### src/rtl/mips_hazard_unit.sv
// Hazard detection and forwarding control for the five-stage MIPS pipeline.
// Tracks in-flight destinations downstream of ID and drives stall/bubble/flush/forward selects.
module mips_hazard_unit #(
    parameter int unsigned REG_ADDR_W = 5,
    parameter int unsigned NUM_STAGES = 3,
    parameter int unsigned FWD_EN     = 1,
    parameter int unsigned CNT_W      = 16,
    parameter int unsigned FS_W       = $clog2(NUM_STAGES + 1)
) (
    input  logic                  clk,
    input  logic                  rst,
    input  logic                  id_valid,
    input  logic [REG_ADDR_W-1:0] id_src1,
    input  logic [REG_ADDR_W-1:0] id_src2,
    input  logic                  id_src1_used,
    input  logic                  id_src2_used,
    input  logic                  id_wb_en,
    input  logic [REG_ADDR_W-1:0] id_dest,
    input  logic                  id_mem_read,
    input  logic                  br_taken,
    output logic                  stall,
    output logic                  bubble,
    output logic                  flush_if,
    output logic [FS_W-1:0]       fwd_sel1,
    output logic [FS_W-1:0]       fwd_sel2,
    output logic [CNT_W-1:0]      stall_cnt,
    output logic [CNT_W-1:0]      flush_cnt
);

    // Entry 1 is the instruction currently in EX; entry NUM_STAGES is at the MEM/WB output.
    logic [NUM_STAGES:1]   sb_valid_q;
    logic [NUM_STAGES:1]   sb_wb_q;
    logic [NUM_STAGES:1]   sb_load_q;
    logic [REG_ADDR_W-1:0] sb_dest_q [NUM_STAGES:1];

    logic [NUM_STAGES:1] match1;
    logic [NUM_STAGES:1] match2;
    logic [FS_W-1:0]     sel1;
    logic [FS_W-1:0]     sel2;
    logic                load_use;
    logic                hazard;

    always_comb begin
        match1 = '0;
        match2 = '0;
        sel1   = '0;
        sel2   = '0;
        for (int k = 1; k <= NUM_STAGES; k++) begin
            match1[k] = sb_valid_q[k] & sb_wb_q[k] & (sb_dest_q[k] == id_src1) & id_src1_used &
                        id_valid & (sb_dest_q[k] != '0);
            match2[k] = sb_valid_q[k] & sb_wb_q[k] & (sb_dest_q[k] == id_src2) & id_src2_used &
                        id_valid & (sb_dest_q[k] != '0);
        end
        // Walk oldest to youngest so the youngest match is written last.
        for (int k = NUM_STAGES; k >= 1; k--) begin
            if (match1[k]) sel1 = FS_W'(k);
            if (match2[k]) sel2 = FS_W'(k);
        end
        load_use = (match1[1] | match2[1]) & sb_load_q[1];
        if (FWD_EN != 0) begin
            hazard   = load_use;
            fwd_sel1 = sel1;
            fwd_sel2 = sel2;
        end else begin
            hazard   = (|match1) | (|match2);
            fwd_sel1 = '0;
            fwd_sel2 = '0;
        end
        flush_if = br_taken;
        stall    = hazard & ~br_taken;
        bubble   = hazard | br_taken;
    end

    always_ff @(posedge clk) begin
        if (rst) begin
            sb_valid_q <= '0;
            sb_wb_q    <= '0;
            sb_load_q  <= '0;
            for (int k = 1; k <= NUM_STAGES; k++) sb_dest_q[k] <= '0;
            stall_cnt  <= '0;
            flush_cnt  <= '0;
        end else begin
            for (int k = NUM_STAGES; k >= 2; k--) begin
                sb_valid_q[k] <= sb_valid_q[k-1];
                sb_wb_q[k]    <= sb_wb_q[k-1];
                sb_load_q[k]  <= sb_load_q[k-1];
                sb_dest_q[k]  <= sb_dest_q[k-1];
            end
            sb_valid_q[1] <= id_valid & ~stall & ~br_taken;
            sb_wb_q[1]    <= id_wb_en;
            sb_load_q[1]  <= id_mem_read;
            sb_dest_q[1]  <= id_dest;
            if (stall && (stall_cnt != '1)) stall_cnt <= stall_cnt + 1'b1;
            if (flush_if && (flush_cnt != '1)) flush_cnt <= flush_cnt + 1'b1;
        end
    end

endmodule

### config.mk
export PLATFORM = sky130hd
export DESIGN_NAME = mips_hazard_unit
export DESIGN_NICKNAME = d
export VERILOG_FILES = /design/src/rtl/mips_hazard_unit.sv
export SDC_FILE = /design/constraint.sdc
export NUM_CORES = 1
export LEC_CHECK = 0
export BUFFER_PORTS_ARGS = -buffer_cell sky130_fd_sc_hd__buf_2
export CAP_MARGIN = 20
export CORE_ASPECT_RATIO = 2
export CORE_UTILIZATION = 58
export CTS_BUF_LIST = sky130_fd_sc_hd__clkbuf_16
export DETAILED_ROUTE_END_ITERATION = 16
export HOLD_SLACK_MARGIN = 0.08
export PLACE_DENSITY = 0.84
export REMOVE_ABC_BUFFERS = 1
export SYNTH_ARGS = -nofsm -noshare
export SYNTH_HDL_FRONTEND = slang
export SYNTH_SLANG_ARGS = --single-unit
### constraint.sdc
create_clock -name clk -period 4.21 [get_ports clk]
set_input_delay 0.6315 -clock clk [delete_from_list [all_inputs] [get_ports clk]]
set_output_delay 0.6315 -clock clk [all_outputs]
set_load 0.03 [all_outputs]
# Word-level counts from Yosys, hierarchy flattened
# Memory sizes are Yosys's and may differ from the RTL's.
# Index checks and enable logic that the tools add are counted.
[word_totals]
register_bits = 39
latchBits = 0
ramBits = 15
romBits = 0
input_bits = 23
mem_count = 1
[classes]
n_addsub = 2
multipliers = 0
div = 0
magnitude_cmp = 0
n_eq_ne = 8
shift = 0
n_mux = 12
bitwise_logic = 38
reduce_logical = 5
[mem_list]
columns = ["memory", "depth", "word_bits", "rd", "rd_clocked_by_memory_dff", "write_ports", "line_no", "rtl"]
rows = [
  ["sb_dest_q", 3, 5, 3, 0, 3, "34", "logic [REG_ADDR_W-1:0] sb_dest_q [NUM_STAGES:1];"],
]
[op_table]
columns = ["op", "n"]
rows = [
  ["16-bit by 1-bit adder with 16-bit output (second input constant)", 2],
  ["16-bit != test (second input constant)", 2],
  ["1-bit AND", 31],
  ["5-bit equality test", 6],
  ["5-bit two-way mux", 3],
  ["5-bit nonzero test", 3],
  ["2-bit two-way mux", 6],
  ["1-bit OR", 5],
  ["1-bit two-way mux", 3],
  ["1-bit logical AND", 2],
  ["1-bit NOT", 2],
]

# Logic depth before layout (Yosys ltp)
[depth]
depth_word = 11
ltp_mapped = 8
mapped_depth_nobuf = 6

# Least setup slack after synthesis
# Ideal clock, no wire load.
[synth_path]
kind = "flip-flop to output port"
from = "register, netlist name sb_dest_q[0][6]"
to = "output port fwd_sel1[1]"
arrival_ns = 1.867
required_ns = 3.579
setup_slack_ns = 1.712
path_stages_with_launch = 6
path_buffers = 1
cell_sequence = "dfxtp_1 or4_1 o211ai_1 buf_2 nor3_1 a21oi_1"
[synth_rtl]
columns = ["item", "line_no", "rtl"]
rows = [
  ["end: declaration", "24", "output logic [FS_W-1:0] fwd_sel1,"],
]

==> results.ini <==
[layout]
n_fill_cell=389
drive_gt1_share_pct=21.4
postLayoutCellArea_sq_mm=0.00327
area_growth_pct=17.6
diodes=0
fin_cells=428
nets=397

[yosys]
ys_types=47
ys_seq_area_share_pct=38.9
synthFlopType=dfxtp_1
synth-async-reset-ratio_pct=0
synth_area_leader_cell=dfxtp_1
yosysWarnings=0
synth_top_area_share_pct=38.9
synth_area_per_cell_sq_um=8.83
ys_top_cells_by_area=dfxtp_1, xor2_1, nor2b_1
netlist_instances=315
syn_area_sq_mm=0.00278
synth_edf_count=0
ys_seq_elements=54

[timing]
fin_crit_sh_pct=68.1
period_needed_ps=2870
finalHoldViolations=0
setup_tns_ps=0
hold_slack_ps=469
tightest_slew_ps=988
setup_viol_count_final=0
finalMaxSlewViolations=0
skew_ps=5.79
grt_setup_unrepaired=no
fin_ws_ps=1340
fmax_ghz=0.349
slew_headroom_pct=34.1

[clock_tree]
clock_latency_ps=290
clockBufferDepth=2
cts_resized=0
clk_pin_slew_worst_paths_ps=70
cts_sinks=54
cts_setup_buffers=0
htreeDepth=2
hold_buffers=0
cts_tree=done
cts_inserted_buffers=5
cts_root_buffer=clkbuf_16

[detailed_routing]
drtIter0Drc=31
met1Wirelength_um=2430
drcViolationCount=0
firstDrtPassIters=4
postRouteAntennaNets=0
routed_via_density=5.95
top_layer=met4
vias=2545
wl_per_cell_um=15.3
drt_wl_total_um=6560
wl_met3_um=257
met2RoutedLength_um=3570

[critical_path]
worstPathRequired_ps=3580
critical_path_class=flip-flop to primary output
startpoint_type=flip-flop
cpPeakStageDelay_ps=580
critical_path_arrival_ps=2230
critPathSlowestCell=or4_1
worstSetupEndpointType=primary output
worstPathCellList=or4_1 > o211ai_1 > buf_4 > nor4_1 > o21ai_0 > nand2_1 > buf_2
path_max_fanout=13

[worst_hold_path]
min_path_type=flip-flop to flip-flop

[global_routing]
grt_start_max_net_pins=60
grt_util_all_layers_pct=27.2
antenna_found_initial=0
grt_pass1_vias=2490
overflow=0
grt_pass1_wl_um=10700

[placed_design]
post-place-ws_ps=1550
globalplace.congestion=0.890
dp_hpwl_um=4770
io_buffers=61
place_inst=420
dpl-instance-area_sq_mm=0.00310

[die]
io_pins=62
dieArea_sq_mm=0.00509
num_rows=35
chipHeight_um=99.9
core_area_sq_mm=0.00460
die_w_um=51.0
start_util_pct=60.5

[outcome]
status=completed

[power_and_ir_drop]
peakVddDrop_v=0.000331
p_leak_nw=1.32
power_density_mw_per_mm2=329

[job]
max-cap-violations=0

==> layout by cell type (no fill, tap or decap), types with 6 or more instances in the layout <==
cell type,netlist,routed
a21oi_1,12,12
and4_1,6,6
buf_2,3,61
dfxtp_1,54,54
inv_1,6,7
mux2_2,6,6
nand2_1,17,17
nand3_1,15,15
nand4_1,12,12
nor2_1,26,26
nor2b_1,27,27
nor3_1,6,6
nor4_1,13,13
o21ai_0,6,6
o31ai_1,6,6
or4_1,9,9
xnor2_1,18,18
xor2_1,23,23
==> power by group <==
part / internal, mW / switching [mW]
registers: 0.521 / 0.0121
logic: 0.0351 / 0.0495
clock network: 0.278 / 0.180
total: 0.835 / 0.242
==> synth_stat cells, drive strengths merged (2+ instances only) <==
| cell | instances |
|---|---|
| dfxtp | 54 |
| nor2b | 27 |
| nor2 | 26 |
| xor2 | 23 |
| xnor2 | 18 |
| nand2 | 17 |
| nand3 | 15 |
| nor4 | 13 |
| a21oi | 12 |
| nand4 | 12 |
| or4 | 9 |
| clkbuf | 7 |
| and4 | 6 |
| inv | 6 |
| mux2 | 6 |
| nor3 | 6 |
| o21ai | 6 |
| o31ai | 6 |
| buf | 5 |
| and2 | 4 |
| o211ai | 4 |
| and3 | 3 |
| a31oi | 2 |
| ha | 2 |
| nand2b | 2 |
| nor3b | 2 |
| o21ba | 2 |
| o21bai | 2 |
| or3 | 2 |
==> critical path, delay by kind of cell (launching register included) <==
kind	cells	cell delay [ps]
compound gates	2	450
buf+inv	2	390
flops	1	350
simple gates	3	750
==> path summary, 6_finish.rpt <==
path                    from            to  slack, ps  cells after the start
max          sb_dest_q[0][6]        bubble       1340                      7
max reg2reg  sb_dest_q[0][5]  stall_cnt[8]       1940                      5
min reg2reg       sb_wb_q[2]    sb_wb_q[3]        470                      1
min               sb_wb_q[2]    sb_wb_q[3]        470                      1
==> sequential cells by signal, summed over array words and instances, names as in the netlist <==
register    flops
sb_load_q       1
flush_cnt      16
sb_dest_q      15
sb_wb_q         3
sb_valid_q      3
stall_cnt      16
==> stage by stage <==
step,util [%],total power [mW]
floorplan,-,0.586
global placement,67.5,0.626
detailed placement,67.5,0.629
CTS,71.1,1.08
global route,71.1,1.11
finish,71.1,1.08
==> logic make-up after synthesis <==
group                      count (synthesis)  synth area share (%)
AOI/OAI and AO/OA                         42                  10.4
xor gates and xnor gates                  41                  12.9
adders and majority gates                  2                 0.900
buffers and inverters                     18                  2.97
DFF                                       54                  38.9
muxes                                      7                  2.79
and+or+nand+nor                          151                  31.1
==> routing by layer <==
metal / vias up / global-route usage (%)
met4: 0 / 17.9
met3: 23 / 3.33
li1: 1247 / -
met2: 83 / 50.1
met5: - / 0
met1: 1192 / 27.2
==> area by class of cell <==
type / instances / area (sq um) / area share, %
Clock inverter: 3 / 41.3 / 1.26
Inverter: 6 / 22.5 / 0.689
Clock buffer: 5 / 125 / 3.83
Sequential cell: 54 / 1080 / 33.1
Timing Repair Buffer: 62 / 313 / 9.57
Tap cell: 55 / 68.8 / 2.11
Multi-Input combinational cell: 243 / 1620 / 49.5
Power figures use the tool's default switching activity.
